===== src/rtl/mem_if_pkg.sv =====
// Shared types for the data-memory request initiator: size codes, sign_mask encodings, FSM states.
// Build option MEM_MISALIGN_CHECK_EN turns misaligned half/word requests into error responses.
package mem_if_pkg;

  localparam logic [2:0] SM_BYTE = 3'b001;
  localparam logic [2:0] SM_HALF = 3'b011;
  localparam logic [2:0] SM_WORD = 3'b111;

  localparam logic [1:0] SZ_BYTE = 2'd0;
  localparam logic [1:0] SZ_HALF = 2'd1;
  localparam logic [1:0] SZ_WORD = 2'd2;
  localparam logic [1:0] SZ_ILL  = 2'd3;

  typedef enum logic [2:0] {
    ST_IDLE,
    ST_ISSUE,
    ST_WAIT_HI,
    ST_WAIT_LO,
    ST_RESP
  } state_t;

  typedef struct packed {
    logic        we;
    logic [31:0] addr;
    logic [31:0] wdata;
    logic [1:0]  size;
    logic        sgn;
  } req_t;

  // Stores never ask for sign extension, so bit3 is forced low for them.
  function automatic logic [3:0] sign_mask(input req_t r);
    logic [2:0] m;
    case (r.size)
      SZ_BYTE: m = SM_BYTE;
      SZ_HALF: m = SM_HALF;
      default: m = SM_WORD;
    endcase
    return {r.sgn & ~r.we, m};
  endfunction

  // Requests that complete with resp_err and never reach the memory.
  function automatic logic req_bad(input req_t r);
    logic bad;
    bad = (r.size == SZ_ILL);
`ifdef MEM_MISALIGN_CHECK_EN
    bad = bad | ((r.size == SZ_HALF) && r.addr[0])
              | ((r.size == SZ_WORD) && (r.addr[1:0] != 2'b00));
`endif
    return bad;
  endfunction

endpackage


===== src/rtl/mem_req_fifo.sv =====
// Request queue for mem_req_initiator: DEPTH entries (power of 2), wrapping pointers, full/empty.
module mem_req_fifo
  import mem_if_pkg::*;
#(
  parameter int DEPTH = 2
) (
  input  logic clk,
  input  logic reset,
  input  logic i_push,
  input  req_t i_din,
  input  logic i_pop,
  output req_t o_dout,
  output logic o_full,
  output logic o_empty
);

  localparam int AW = (DEPTH > 1) ? $clog2(DEPTH) : 1;

  req_t          r_mem [DEPTH];
  logic [AW-1:0] r_wp, r_rp;
  logic [AW:0]   r_cnt;

  always_ff @(posedge clk) begin
    if (i_push) r_mem[r_wp] <= i_din;
  end

  always_ff @(posedge clk or posedge reset) begin
    if (reset) begin
      r_wp  <= '0;
      r_rp  <= '0;
      r_cnt <= '0;
    end else begin
      if (i_push) r_wp <= r_wp + AW'(1);
      if (i_pop)  r_rp <= r_rp + AW'(1);
      case ({i_push, i_pop})
        2'b10:   r_cnt <= r_cnt + (AW+1)'(1);
        2'b01:   r_cnt <= r_cnt - (AW+1)'(1);
        default: r_cnt <= r_cnt;
      endcase
    end
  end

  assign o_dout  = r_mem[r_rp];
  assign o_full  = (r_cnt == (AW+1)'(DEPTH));
  assign o_empty = (r_cnt == '0);

endmodule


===== src/rtl/mem_req_initiator.sv =====
// Core-side initiator for the data-memory clk_stall handshake: queues requests, strobes memory once,
// follows clk_stall rise/fall with a timeout, returns one response per request. Option: MEM_MISALIGN_CHECK_EN.
module mem_req_initiator
  import mem_if_pkg::*;
#(
  parameter int REQ_DEPTH   = 2,
  parameter int TIMEOUT_CYC = 64
) (
  input  logic        clk,
  input  logic        reset,
  input  logic        req_valid,
  output logic        req_ready,
  input  logic        req_we,
  input  logic [31:0] req_addr,
  input  logic [31:0] req_wdata,
  input  logic [1:0]  req_size,
  input  logic        req_signed,
  output logic        resp_valid,
  output logic [31:0] resp_rdata,
  output logic        resp_err,
  output logic [31:0] mem_addr,
  output logic [31:0] mem_wdata,
  output logic        mem_memwrite,
  output logic        mem_memread,
  output logic [3:0]  mem_sign_mask,
  input  logic        mem_clk_stall,
  input  logic [31:0] mem_rdata
);

  localparam int CW = $clog2(TIMEOUT_CYC + 1);

  state_t        r_state, w_next;
  req_t          w_din, w_head;
  logic          w_full, w_empty, w_push, w_pop, w_bad, w_to;
  logic [CW-1:0] r_cnt;
  logic          r_we, r_err;
  logic [31:0]   r_addr, r_wdata, r_rdata;
  logic [3:0]    r_mask;

  assign w_din  = '{we: req_we, addr: req_addr, wdata: req_wdata, size: req_size, sgn: req_signed};
  assign w_push = req_valid && !w_full;
  assign w_bad  = req_bad(w_head);
  assign w_to   = (r_cnt == CW'(TIMEOUT_CYC - 1));

  mem_req_fifo #(.DEPTH(REQ_DEPTH)) u_fifo (
    .clk    (clk),
    .reset  (reset),
    .i_push (w_push),
    .i_din  (w_din),
    .i_pop  (w_pop),
    .o_dout (w_head),
    .o_full (w_full),
    .o_empty(w_empty)
  );

  always_comb begin
    w_next = r_state;
    w_pop  = 1'b0;
    case (r_state)
      ST_IDLE: if (!w_empty) begin
        w_pop  = 1'b1;
        w_next = w_bad ? ST_RESP : ST_ISSUE;
      end
      ST_ISSUE:   w_next = ST_WAIT_HI;
      ST_WAIT_HI: if (mem_clk_stall) w_next = ST_WAIT_LO;
                  else if (w_to)     w_next = ST_RESP;
      ST_WAIT_LO: if (!mem_clk_stall || w_to) w_next = ST_RESP;
      ST_RESP:    w_next = ST_IDLE;
      default:    w_next = ST_IDLE;
    endcase
  end

  always_ff @(posedge clk or posedge reset) begin
    if (reset) begin
      r_state <= ST_IDLE;
      r_cnt   <= '0;
      r_we    <= 1'b0;
      r_err   <= 1'b0;
      r_addr  <= '0;
      r_wdata <= '0;
      r_rdata <= '0;
      r_mask  <= '0;
    end else begin
      r_state <= w_next;
      // Counter restarts whenever the state changes, so each wait state gets its own budget.
      if (w_next != r_state) r_cnt <= '0;
      else if (r_state == ST_WAIT_HI || r_state == ST_WAIT_LO) r_cnt <= r_cnt + CW'(1);
      case (r_state)
        ST_IDLE: if (!w_empty) begin
          r_err   <= w_bad;
          r_rdata <= '0;
          if (!w_bad) begin
            r_we    <= w_head.we;
            r_addr  <= w_head.addr;
            r_wdata <= w_head.wdata;
            r_mask  <= sign_mask(w_head);
          end
        end
        ST_WAIT_HI: if (!mem_clk_stall && w_to) r_err <= 1'b1;
        ST_WAIT_LO: begin
          if (!mem_clk_stall)  r_rdata <= r_we ? '0 : mem_rdata;
          else if (w_to)       r_err   <= 1'b1;
        end
        default: ;
      endcase
    end
  end

  // Strobes decode straight from state so they exist for exactly the ISSUE cycle and die with reset.
  assign mem_memread   = (r_state == ST_ISSUE) && !r_we;
  assign mem_memwrite  = (r_state == ST_ISSUE) &&  r_we;
  assign mem_addr      = r_addr;
  assign mem_wdata     = r_wdata;
  assign mem_sign_mask = r_mask;
  assign req_ready     = !w_full;
  assign resp_valid    = (r_state == ST_RESP);
  assign resp_err      = resp_valid && r_err;
  assign resp_rdata    = r_rdata;

endmodule

===== config.mk =====
export PLATFORM = sky130hd
export DESIGN_NAME = mem_req_initiator
export DESIGN_NICKNAME = d
export VERILOG_FILES = /design/src/rtl/mem_if_pkg.sv /design/src/rtl/mem_req_fifo.sv /design/src/rtl/mem_req_initiator.sv
export SDC_FILE = /design/constraint.sdc
export NUM_CORES = 1
export LEC_CHECK = 0
export CAP_MARGIN = 0
export CORE_MARGIN = 4
export CORE_UTILIZATION = 40
export CTS_BUF_LIST = sky130_fd_sc_hd__clkbuf_4
export CTS_CLUSTER_DIAMETER = 40
export DETAILED_ROUTE_END_ITERATION = 8
export PLACE_DENSITY = 0.67
export SLEW_MARGIN = 5
export SYNTH_ARGS = -nofsm -noshare
export SYNTH_HDL_FRONTEND = slang
export SYNTH_SLANG_ARGS = --single-unit

===== constraint.sdc =====
create_clock -name clk -period 6 [get_ports clk]
set_clock_uncertainty 0.1 [all_clocks]
set_input_delay 1.5 -clock clk [delete_from_list [all_inputs] [get_ports clk]]
set_output_delay 1.5 -clock clk [all_outputs]
set_load 0.03 [all_outputs]

==> results.py <==
metrics = {
    "clock_network": {
        "cts.sinks": 252,
        "cts_repair_resize_count": 0,
        "clock_tree.htree_level_count": 3,
        "cts-buffers-inserted": 67,
        "insertion_delay_ns": 0.62,
        "postCtsSetupBuffers": 0,
        "holdBufCountCts": 0,
        "clkSlewWorstSetupHoldPaths_ns": 0.07,
        "cts.root.buffer_cell": "sky130_fd_sc_hd__clkbuf_4",
        "clock_tree.buffer_depth": 3,
        "cts_tree": "yes",
    },
    "detailed_routing": {
        "drt-initial-drc-count": 246,
        "avg_wl_per_cell_um": 16.4,
        "num_vias": 5740,
        "postRouteWirelength_um": 20200,
        "viasPerCell": 4.68,
        "drc_errors": 0,
        "detailedRoute.firstPassIterationCount": 4,
        "drt.antenna.violating_nets": 0,
    },
    "critical_path": {
        "ff2ff_setup_slack_ns": 3.70,
        "path_class": "reg -> out",
        "reg2regPathDepth": 5,
        "worst_setup_path_end_kind": "primary output",
        "regToRegStartpoint": "u_fifo.r_rp$_DFFE_PP0P_",
        "worstPathArrival_ns": 2.39,
        "critical_path_peak_fanout": 13,
        "r2r_endpoint": "mem_addr[28]$_DFFE_PP0P_",
        "cp-start-kind": "flop",
        "worst_ep_required_time_ns": 4.40,
    },
    "synth": {
        "synth_top_area_cell": "sky130_fd_sc_hd__edfxtp_1",
        "synthDominantCellAreaShare_pct": 41.5,
        "syn_area_per_cell_sq_um": 16.6,
        "synth_area_sq_um": 9840,
        "postSynthRegisterBits": 252,
        "synthFlopType": "sky130_fd_sc_hd__edfxtp_1",
        "synth_cells": 593,
        "synth_edf_count": 136,
        "sequential_area_share_after_synthesis_pct": 71.0,
        "netlist_top_cells_area": "sky130_fd_sc_hd__edfxtp_1, sky130_fd_sc_hd__dfrtp_1, sky130_fd_sc_hd__mux2_2",
        "syn-num-nets": 699,
        "ys_async_sr_fraction_pct": 46.0,
        "ys_warn_count": 0,
        "yosysUniqueCellTypes": 48,
    },
    "finish": {
        "final_nets": 956,
        "finish.instance_area_sq_um": 13100,
        "postLayoutCoreUtil_pct": 54.1,
        "layout_commonest_cell": "sky130_fd_sc_hd__clkdlybuf4s50_1",
        "fillCellCount": 2079,
        "area_growth_syn_to_layout_pct": 33.3,
        "drive_gt1_share_pct": 27.3,
        "layout_common_cells": "sky130_fd_sc_hd__clkdlybuf4s50_1, sky130_fd_sc_hd__edfxtp_1, sky130_fd_sc_hd__dfrtp_1, sky130_fd_sc_hd__mux2_2, sky130_fd_sc_hd__clkbuf_4",
    },
    "timing": {
        "setup-tns-final_ns": 0,
        "min_period_ns": 3.99,
        "slew_viol_final": 0,
        "rsz0062_at_grt": "false",
        "hold_violations": 0,
        "max_slew.worst_pin.slew_ns": 1.03,
        "fin_crit_sh_pct": 66.5,
        "setup-violations-final": 0,
        "timing.max_slew.rel_slack_pct": 31.5,
        "timing.fmax_ghz": 0.251,
    },
    "placed_design": {
        "dpl_cell_area_sq_um": 12200,
        "numPortBuffers": 208,
        "gp_congestion": 0.712,
        "hpwlAfterDp_um": 12700,
    },
    "global_routing": {
        "overall_global_routing_resource_usage_pct": 15.1,
        "grt_first_pass_wirelength_um": 32100,
        "grt_max_degree": 69,
        "via_count_of_the_first_global_routing_pass": 6350,
        "globalRoute.totalOverflow": 0,
        "antenna_found_initial": 1,
    },
    "floorplanning": {
        "io_pins": 209,
        "die_area_sq_um": 27200,
        "die_w_um": 165,
        "dieHeight_um": 165,
        "design.core.area_sq_um": 24200,
        "row_count": 57,
        "start_util_pct": 40.6,
    },
    "power_and_ir_drop": {
        "power.ir.vdd_worst_uv": 277,
        "report.power.total_mw": 7.29,
        "power.share.combinational_pct": 40.0,
        "pwr-share-clk_pct": 21.4,
        "pwr-share-seq_pct": 38.6,
        "power.internal_mw": 4.72,
        "netSwitchingPower_mw": 2.57,
        "power_density_nw_per_um2": 556,
        "cellLeakagePower_nw": 5.01,
        "netSwitchingFraction_pct": 35.3,
    },
    "min_path": {
        "hold_start": "mem_sign_mask[0]$_DFFE_PP0P_",
        "timing.hold.worst_path_depth": 1,
        "min_to": "mem_sign_mask[0]$_DFFE_PP0P_",
        "worstHoldPathType": "reg -> reg",
    },
    "job": {
        "maxCapViolations": 0,
    },
    "outcome": {
        "status": "finished, final reports clean",
    },
}
-- cells in the mapped netlist, types with 4 or more instances --
| master | instances |
|---|---|
| sky130_fd_sc_hd__inv_1 | 34 |
| sky130_fd_sc_hd__mux2_2 | 110 |
| sky130_fd_sc_hd__mux2i_1 | 33 |
| sky130_fd_sc_hd__clkbuf_1 | 9 |
| sky130_fd_sc_hd__mux2_1 | 21 |
| sky130_fd_sc_hd__nand3_1 | 4 |
| sky130_fd_sc_hd__a21oi_1 | 4 |
| sky130_fd_sc_hd__nand2_1 | 36 |
| sky130_fd_sc_hd__dfrtp_1 | 116 |
| sky130_fd_sc_hd__nor2_1 | 13 |
| sky130_fd_sc_hd__xor2_1 | 7 |
| sky130_fd_sc_hd__nand2b_1 | 4 |
| sky130_fd_sc_hd__buf_6 | 14 |
| sky130_fd_sc_hd__edfxtp_1 | 136 |
| sky130_fd_sc_hd__xnor2_1 | 4 |
-- per-stage QoR --
stage | instances | worst slack, ns | hold WS [ns]
2_1_floorplan | 593 | 0.958 | 0.361
3_3_place_gp | 1105 | 2.43 | 0.355
3_5_place_dp | 1105 | 2.39 | 0.361
4_1_cts | 1225 | 1.91 | 0.375
5_1_grt | 1226 | 1.83 | 0.386
6_report | 1226 | 2.01 | 0.376
-- sequential cells by signal, summed over array words and instances, names as in the netlist --
name	flops
u_fifo.r_cnt	2
u_fifo.r_mem	136
u_fifo.r_wp	1
r_we	1
r_err	1
u_fifo.r_rp	1
resp_rdata	32
r_state	3
mem_wdata	32
mem_addr	32
mem_sign_mask	4
r_cnt	7
-- cells by family (layout without fill, tap and decap cells) --
group | after synthesis | after routing | share of synthesized area [%]
DFF | 252 | 252 | 71.0
muxes | 164 | 164 | 18.3
and+or+nand+nor | 79 | 79 | 4.12
buffers and inverters | 62 | 370 | 3.55
AOI/OAI and AO/OA | 23 | 23 | 1.79
xor gates and xnor gates | 11 | 11 | 0.979
adders and majority gates | 2 | 2 | 0.254
other | 0 | 1 | 0
-- metal layers --
metal  track usage, %  up-vias  share of wire (%)
li1                 -     2706                  -
met1             19.3     2801                 44
met2             24.2      202                 47
met3             4.32       31                7.0
met4             6.09        0                1.7
met5                0        -                  0
-- power groups by stage --
stage                     Combinational [mW]  Clock [mW]  Sequential [mW]
after floorplan                         1.34           0             3.41
after global placement                  2.93           0             2.84
after detailed placement                2.95           0             2.86
after CTS                               2.97        1.63             2.83
after global routing                    3.13        1.73             2.89
final                                   2.92        1.56             2.82
-- worst max-delay path by stage --
stage | slack [ns] | start | depth (start not counted) | to
CTS | 1.91 | r_state[1]$_DFF_PP0_ | 3 | mem_memwrite
detailed placement | 2.39 | mem_clk_stall | 5 | resp_rdata[18]$_DFFE_PP0P_
global placement | 2.43 | mem_clk_stall | 5 | resp_rdata[15]$_DFFE_PP0P_
global route | 1.83 | r_state[1]$_DFF_PP0_ | 3 | mem_memwrite
floorplan | 0.96 | req_valid | 2 | u_fifo.r_mem[0][0]$_DFFE_PP_
finish | 2.01 | r_state[1]$_DFF_PP0_ | 3 | mem_memwrite
-- critical path, stage by stage (launching register included) --
cell	delay [ns]
sky130_fd_sc_hd__dfrtp_1	0.57
sky130_fd_sc_hd__nand2b_1	0.27
sky130_fd_sc_hd__nor3b_1	0.22
sky130_fd_sc_hd__clkdlybuf4s50_1	0.70
-- cell type report --
type | instances | area, sq um | share of cell area [%]
Timing Repair Buffer | 216 | 2150 | 16.4
Clock inverter | 11 | 93.8 | 0.715
Multi-Input combinational cell | 279 | 2530 | 19.3
Sequential cell | 252 | 6990 | 53.3
Tap cell | 324 | 405 | 3.09
Clock buffer | 109 | 818 | 6.24
Inverter | 34 | 130 | 0.992
Antenna cell | 1 | 2.50 | 0.0191
No activity file was read; power rests on OpenSTA's default activity.
